==> src/rtl/alu_result_buffer.sv <==
// alu_result_buffer: FIFO capturing ALU results and flags, with sticky flag status.
// Define ALU_RESULT_BUFFER_BYPASS_EN for a zero-latency path when the buffer is empty.
module alu_result_buffer #(
   parameter int WORD_SIZE = 16,
   parameter int DEPTH     = 4
) (
   input  logic                       clk,
   input  logic                       rst,
   input  logic                       in_valid,
   output logic                       in_ready,
   input  logic [WORD_SIZE-1:0]       in_out,
   input  logic [2:0]                 in_flags,
   output logic                       out_valid,
   input  logic                       out_ready,
   output logic [WORD_SIZE-1:0]       out_data,
   output logic [2:0]                 out_flags,
   output logic [$clog2(DEPTH):0]     count,
   output logic [2:0]                 status,
   input  logic                       clr_status
);
   localparam int AW = $clog2(DEPTH);
   localparam int CW = AW + 1;
   logic [WORD_SIZE+2:0] r_mem [DEPTH];
   logic [AW-1:0]        r_wr_ptr;
   logic [AW-1:0]        r_rd_ptr;
   logic [CW-1:0]        r_count;
   logic [2:0]           r_status;
   logic                 w_bypass;
   logic                 w_accept;
   logic                 w_push;
   logic                 w_pop;
   logic                 w_empty;
   logic [WORD_SIZE+2:0] w_head;
`ifdef ALU_RESULT_BUFFER_BYPASS_EN
   assign w_bypass = w_empty && in_valid && out_ready;
`else
   assign w_bypass = 1'b0;
`endif
   assign w_empty  = (r_count == '0);
   assign in_ready = (r_count != CW'(DEPTH));
   assign w_accept = in_valid && in_ready;
   // A bypassed result is accepted (updates status) but never stored.
   assign w_push   = w_accept && !w_bypass;
   assign w_pop    = !w_empty && out_ready;
   assign w_head   = r_mem[r_rd_ptr];
   assign out_valid = !w_empty || w_bypass;
   assign out_data  = w_bypass ? in_out : (w_empty ? '0 : w_head[WORD_SIZE-1:0]);
   assign out_flags = w_bypass ? in_flags : (w_empty ? '0 : w_head[WORD_SIZE+2:WORD_SIZE]);
   assign count     = r_count;
   assign status    = r_status;
   always_ff @(posedge clk) begin
      if (w_push) r_mem[r_wr_ptr] <= {in_flags, in_out};
   end
   always_ff @(posedge clk or posedge rst) begin
      if (rst) begin
         r_wr_ptr <= '0;
         r_rd_ptr <= '0;
         r_count  <= '0;
         r_status <= '0;
      end else begin
         if (w_push) r_wr_ptr <= r_wr_ptr + 1'b1;
         if (w_pop) r_rd_ptr <= r_rd_ptr + 1'b1;
         r_count <= r_count + CW'(w_push) - CW'(w_pop);
         if (clr_status) r_status <= w_accept ? in_flags : 3'b000;
         else if (w_accept) r_status <= r_status | in_flags;
      end
   end
endmodule
==> config.mk <==
export PLATFORM = sky130hd
export DESIGN_NAME = alu_result_buffer
export DESIGN_NICKNAME = d
export VERILOG_FILES = /design/src/rtl/alu_result_buffer.sv
export SDC_FILE = /design/constraint.sdc
export NUM_CORES = 1
export LEC_CHECK = 0
export CAP_MARGIN = 0
export CORE_MARGIN = 3
export CORE_UTILIZATION = 50
export CTS_BUF_LIST = sky130_fd_sc_hd__clkbuf_2
export CTS_CLUSTER_SIZE = 10
export DETAILED_ROUTE_END_ITERATION = 6
export GPL_TIMING_DRIVEN = 1
export PLACE_DENSITY = 0.8
export SLEW_MARGIN = 20
export SYNTH_ARGS = -nofsm -noshare
export SYNTH_HDL_FRONTEND = slang
export SYNTH_SLANG_ARGS = --single-unit
==> constraint.sdc <==
create_clock -name clk -period 4.3 [get_ports clk]
set_input_delay 0.43 -clock clk [delete_from_list [all_inputs] [get_ports clk]]
set_output_delay 0.43 -clock clk [all_outputs]
set_load 0.1 [all_outputs]
==> results.cfg, run 1 <==
[layout]
nets = 250
area_growth_syn_to_layout_pct = 19.9
n_fill_cell = 458
design_area_um2 = 4060
layout.cells.non_filler = 302
diodes = 0
drive_above_1_share_pct = 18.7

[cts]
cts_tree = done
holdBufCountCts = 0
post_cts_buffers = 0
cts_root_buffer = clkbuf_2
cts_made_buffers = 9
clkTransAtPathRegs_ps = 200
max-clock-path-buffers = 2
cts_sinks = 86
htreeDepth = 3
cts_resized = 0
clock_latency_ps = 480

[grt]
antenna_found_initial = 0
grt_usage_pct = 16.1
grt_pass1_vias = 1740
grt_max_degree = 23
overflow = 0
grt_pass1_wl_um = 8900

[sta]
slew_viol_final = 0
layout_min_cycle_time_ps = 3480
whs_ps = 203
slew_headroom_pct = 31.2
final.setup.tns_ps = 0
rsz0062_at_grt = no
hold_viol_final = 0
skew_ps = 17.6
fin_crit_sh_pct = 80.9
max_freq_mhz = 287
setup_viol = 0
worst_pin_slew_ps = 1030

[synthesis]
synthFlopType = edfxtp_1
ys_seq_area_share_pct = 74.9
yosysMostFrequentCell = edfxtp_1
synth-seq-cells = 86
synth_edf_count = 76
synthArstFlopShare_pct = 11.6
synthCells = 164
synth_common_cells = 76 x edfxtp_1, 23 x and2_1, 18 x mux4_2
syn-cell-area_um2 = 3380
synth_top_cell_by_area = edfxtp_1
synth_cell_type_count = 19
synth_area_per_cell_um2 = 20.6
syn_nets = 194
netlist.area_leader.share_pct = 67.5
synth_warnings = 0
synth_area_leaders = edfxtp_1 67%, mux4_2 12%, dfrtp_1 7.4%, and2_1 4.3%, ha_1 1.8%

[worst_setup_path]
worstSetupEndpointType = primary output
crit_type = flop to primary output
reg2regPathDepth = 8
start_kind = flop
startpoint = r_rd_ptr[0]
crit_arrival_ps = 3050
worstPathRequired_ps = 3870
path_max_fanout = 14
timing.rr.start = count[1]

[place]
io_buffers = 50
dpl.hpwl_um = 3540
place_congestion = 0.702
placed_cell_area_um2 = 3950
dp.cells = 286

[status]
status = finished, final reports clean

[routing]
drt_iter0_drc = 46
wl_per_cell_um = 18.5
num_vias = 1613
drcViolationCount = 0
finalWirelength_um = 5580
postRouteAntennaNets = 0
vias_per_cell = 5.34
first_pass_iters = 4

[die]
coreArea_um2 = 6460
die_area_um2 = 7790
die_y_um = 88.2
ioPinCount = 51
start_util_pct = 52.4
rows = 29
die_x_um = 88.2

[flow_run]
maxCapViolations = 0

[worst_hold_path]
min_path_type = input port to asynchronous set/reset pin
==> final timing paths <==
path | to | slack [ps]
max in group asynchronous | r_rd_ptr[1] | 3800
hold reg to reg | status[1] | 540
setup reg to reg | count[2] | 1730
setup / recovery | out_data[14] | 820
hold / removal | status[0] | 200
min in group clk | status[1] | 540
==> state kept, by name (all words and copies together) (netlist names) <==
signal,cells
count,3
r_mem,76
r_rd_ptr,2
r_wr_ptr,2
status,3
==> cell usage in the layout (no fill, tap or decap), types with 3 or more instances in the layout <==
cell type and count:
edfxtp_1 76, clkdlybuf4s50_1 45, ha_1 5, xnor2_1 6, inv_1 6, and2_1 23
dfrtp_1 10, a22o_1 3, buf_4 6, mux4_2 18, clkbuf_2 12
==> area by class of cell <==
| type | count | area [um2] | share of cell area (%) |
|---|---|---|---|
| Sequential cell | 86 | 2530 | 62.4 |
| Inverter | 6 | 22.5 | 0.555 |
| Tap cell | 77 | 96.3 | 2.38 |
| Timing Repair Buffer | 52 | 515 | 12.7 |
| Multi-Input combinational cell | 65 | 782 | 19.3 |
| Clock inverter | 4 | 47.5 | 1.17 |
| Clock buffer | 12 | 60.1 | 1.48 |
==> cells by family after synthesis <==
family / Yosys count / synth area share [%]
AND/OR/NAND/NOR: 29 / 5.03
buffers and inverters: 13 / 2.00
flip-flops: 86 / 74.9
adder cells (fa/ha/maj): 6 / 2.44
XOR/XNOR: 6 / 1.55
AO/OA/AOI/OAI: 4 / 0.999
multiplexers: 20 / 13.1
==> layer usage <==
layer | routed length, um | track usage, % | up-vias
met5 | 0 | 0 | -
met4 | 74 | 7.42 | 0
met3 | 160 | 3.72 | 6
met2 | 2950 | 26.5 | 32
met1 | 2390 | 20.4 | 826
li1 | - | - | 749
==> critical path, stage by stage (launching register included) <==
cell	delay, ps
dfrtp_1	700
buf_12	240
mux4_2	510
and2_1	160
clkdlybuf4s50_1	960
==> through the flow <==
| step | setup slack, ps | utilization (%) |
|---|---|---|
| after floorplan | 757 | - |
| after global placement | 1330 | 61.1 |
| after detailed placement | 1320 | 61.1 |
| after CTS | 723 | 62.8 |
| after global routing | 599 | 62.8 |
| final | 820 | 62.8 |
Power of run 1 is not shown: default switching activity piles up to over one toggle a cycle in this logic, so the estimate is an artifact.
==> inputs of run 2 (changes only) <==
--- a/config.mk
+++ b/config.mk
@@ -12,7 +12,7 @@
 export CTS_CLUSTER_SIZE = 10
 export DETAILED_ROUTE_END_ITERATION = 6
 export GPL_TIMING_DRIVEN = 1
-export PLACE_DENSITY = 0.8
+export PLACE_DENSITY = 0.83
 export SLEW_MARGIN = 20
 export SYNTH_ARGS = -nofsm -noshare
 export SYNTH_HDL_FRONTEND = slang
==> constraint.sdc (replaced) <==
create_clock -name clk -period 2.96 [get_ports clk]
set_input_delay 0.296 -clock clk [delete_from_list [all_inputs] [get_ports clk]]
set_output_delay 0.296 -clock clk [all_outputs]
set_load 0.1 [all_outputs]
==> results.cfg, run 2 (synthesis gave the netlist of run 1 again) <==
[status]
status = finished, final reports clean

[cts]
clkTransAtPathRegs_ps = 200
cts_resized = 0
clock_latency_ps = 480
max-clock-path-buffers = 2
holdBufCountCts = 0
htreeDepth = 3
cts_sinks = 86
post_cts_buffers = 0
cts_tree = done
cts_made_buffers = 9
cts_root_buffer = clkbuf_2

[place]
dpl.hpwl_um = 3990
placed_cell_area_um2 = 4190
io_buffers = 50
place_congestion = 0.826

[sta]
fin_crit_sh_pct = 84.4
setup_viol = 0
rsz0062_at_grt = no
slew_viol_final = 0
max_freq_mhz = 400
skew_ps = 17.8
final.setup.tns_ps = 0
hold_viol_final = 0
layout_min_cycle_time_ps = 2500
worst_pin_slew_ps = 469
slew_headroom_pct = 68.7

[worst_setup_path]
reg2regPathDepth = 9
timing.rr.start = count[1]
worstPathRequired_ps = 2660
crit_type = flop to primary output
worstSetupEndpointType = primary output
rrSetupSlack_ps = 600
start_kind = flop
r2r_end = count[2]
startpoint = r_rd_ptr[0]
crit_arrival_ps = 2200
path_max_fanout = 16

[layout]
drive_above_1_share_pct = 29.1
multi_input_area_um2 = 782
top_register = r_mem
mostFrequentLayoutCell = edfxtp_1
n_fill_cell = 441
register_area_um2 = 2530
diodes = 0
nets = 256
final_cell_mix = 76 x edfxtp_1, 23 x and2_1, 23 x clkdlybuf4s50_1
area_growth_syn_to_layout_pct = 26.7
design_area_um2 = 4290
largest_register_ffs = 76

[die]
coreArea_um2 = 6460
die_x_um = 88.2
start_util_pct = 52.4
die_area_um2 = 7790
die_y_um = 88.2
rows = 29
ioPinCount = 51

[routing]
first_pass_iters = 4
wl_per_cell_um = 19.0
finalWirelength_um = 5840
drt_iter0_drc = 131
vias_per_cell = 5.53
postRouteAntennaNets = 0
num_vias = 1697
drcViolationCount = 0

[grt]
grt_pass1_vias = 1891
grt_pass1_wl_um = 9530
overflow = 0
grt_max_degree = 23
antenna_found_initial = 0
grt_usage_pct = 16.9

[flow_run]
maxCapViolations = 0

[worst_hold_path]
min_path_type = input port to asynchronous set/reset pin
## run 2: changes by cell type in the layout (fill, tap and decap cells not counted), sizes merged
cell           before  now
buf                 7   35
clkdlybuf4s50      45   23
clkinvlp            1    0
## run 2: area by class of cell
class / count / area share, %
sequential: 86 / 59.1
multi-input combinational: 65 / 18.2
timing repair buffer: 58 / 17.6
tap: 77 / 2.25
clock buffer: 12 / 1.40
clock inverter: 3 / 0.876
inverter: 6 / 0.525
## run 2: worst max path at each step
| stage | endpoint | slack, ps | cells after the start |
|---|---|---|---|
| floorplan | out_data[10] | 50 | 3 |
| global placement | count[2] | 700 | 9 |
| detailed placement | count[2] | 660 | 9 |
| CTS | out_data[10] | 390 | 4 |
| global route | out_data[2] | 320 | 4 |
| finish | out_flags[1] | 460 | 4 |
## run 2: routing by layer
metal | wire, um | track usage (%)
met4 | 142 | 9.20
met5 | 0 | 0
met2 | 3140 | 28.1
met3 | 198 | 3.07
met1 | 2370 | 21.2
## run 2: critical path, stage by stage, from the launching register on
cell and delay [ps]:
dfrtp_1 580, buf_12 230, mux4_2 520, and2_1 210, buf_12 170
## run 2: through the flow
step / util [%] / hold slack [ps] / std cells / setup slack, ps
finish: 66.4 / 55.1 / 307 / 462
global placement: 64.9 / 517 / 292 / 704
global route: 66.4 / 44.6 / 307 / 320
floorplan: - / 136 / 164 / 46.0
CTS: 66.4 / 14.4 / 307 / 393
detailed placement: 64.9 / 506 / 292 / 656
Power of run 2 is left out for the same reason.
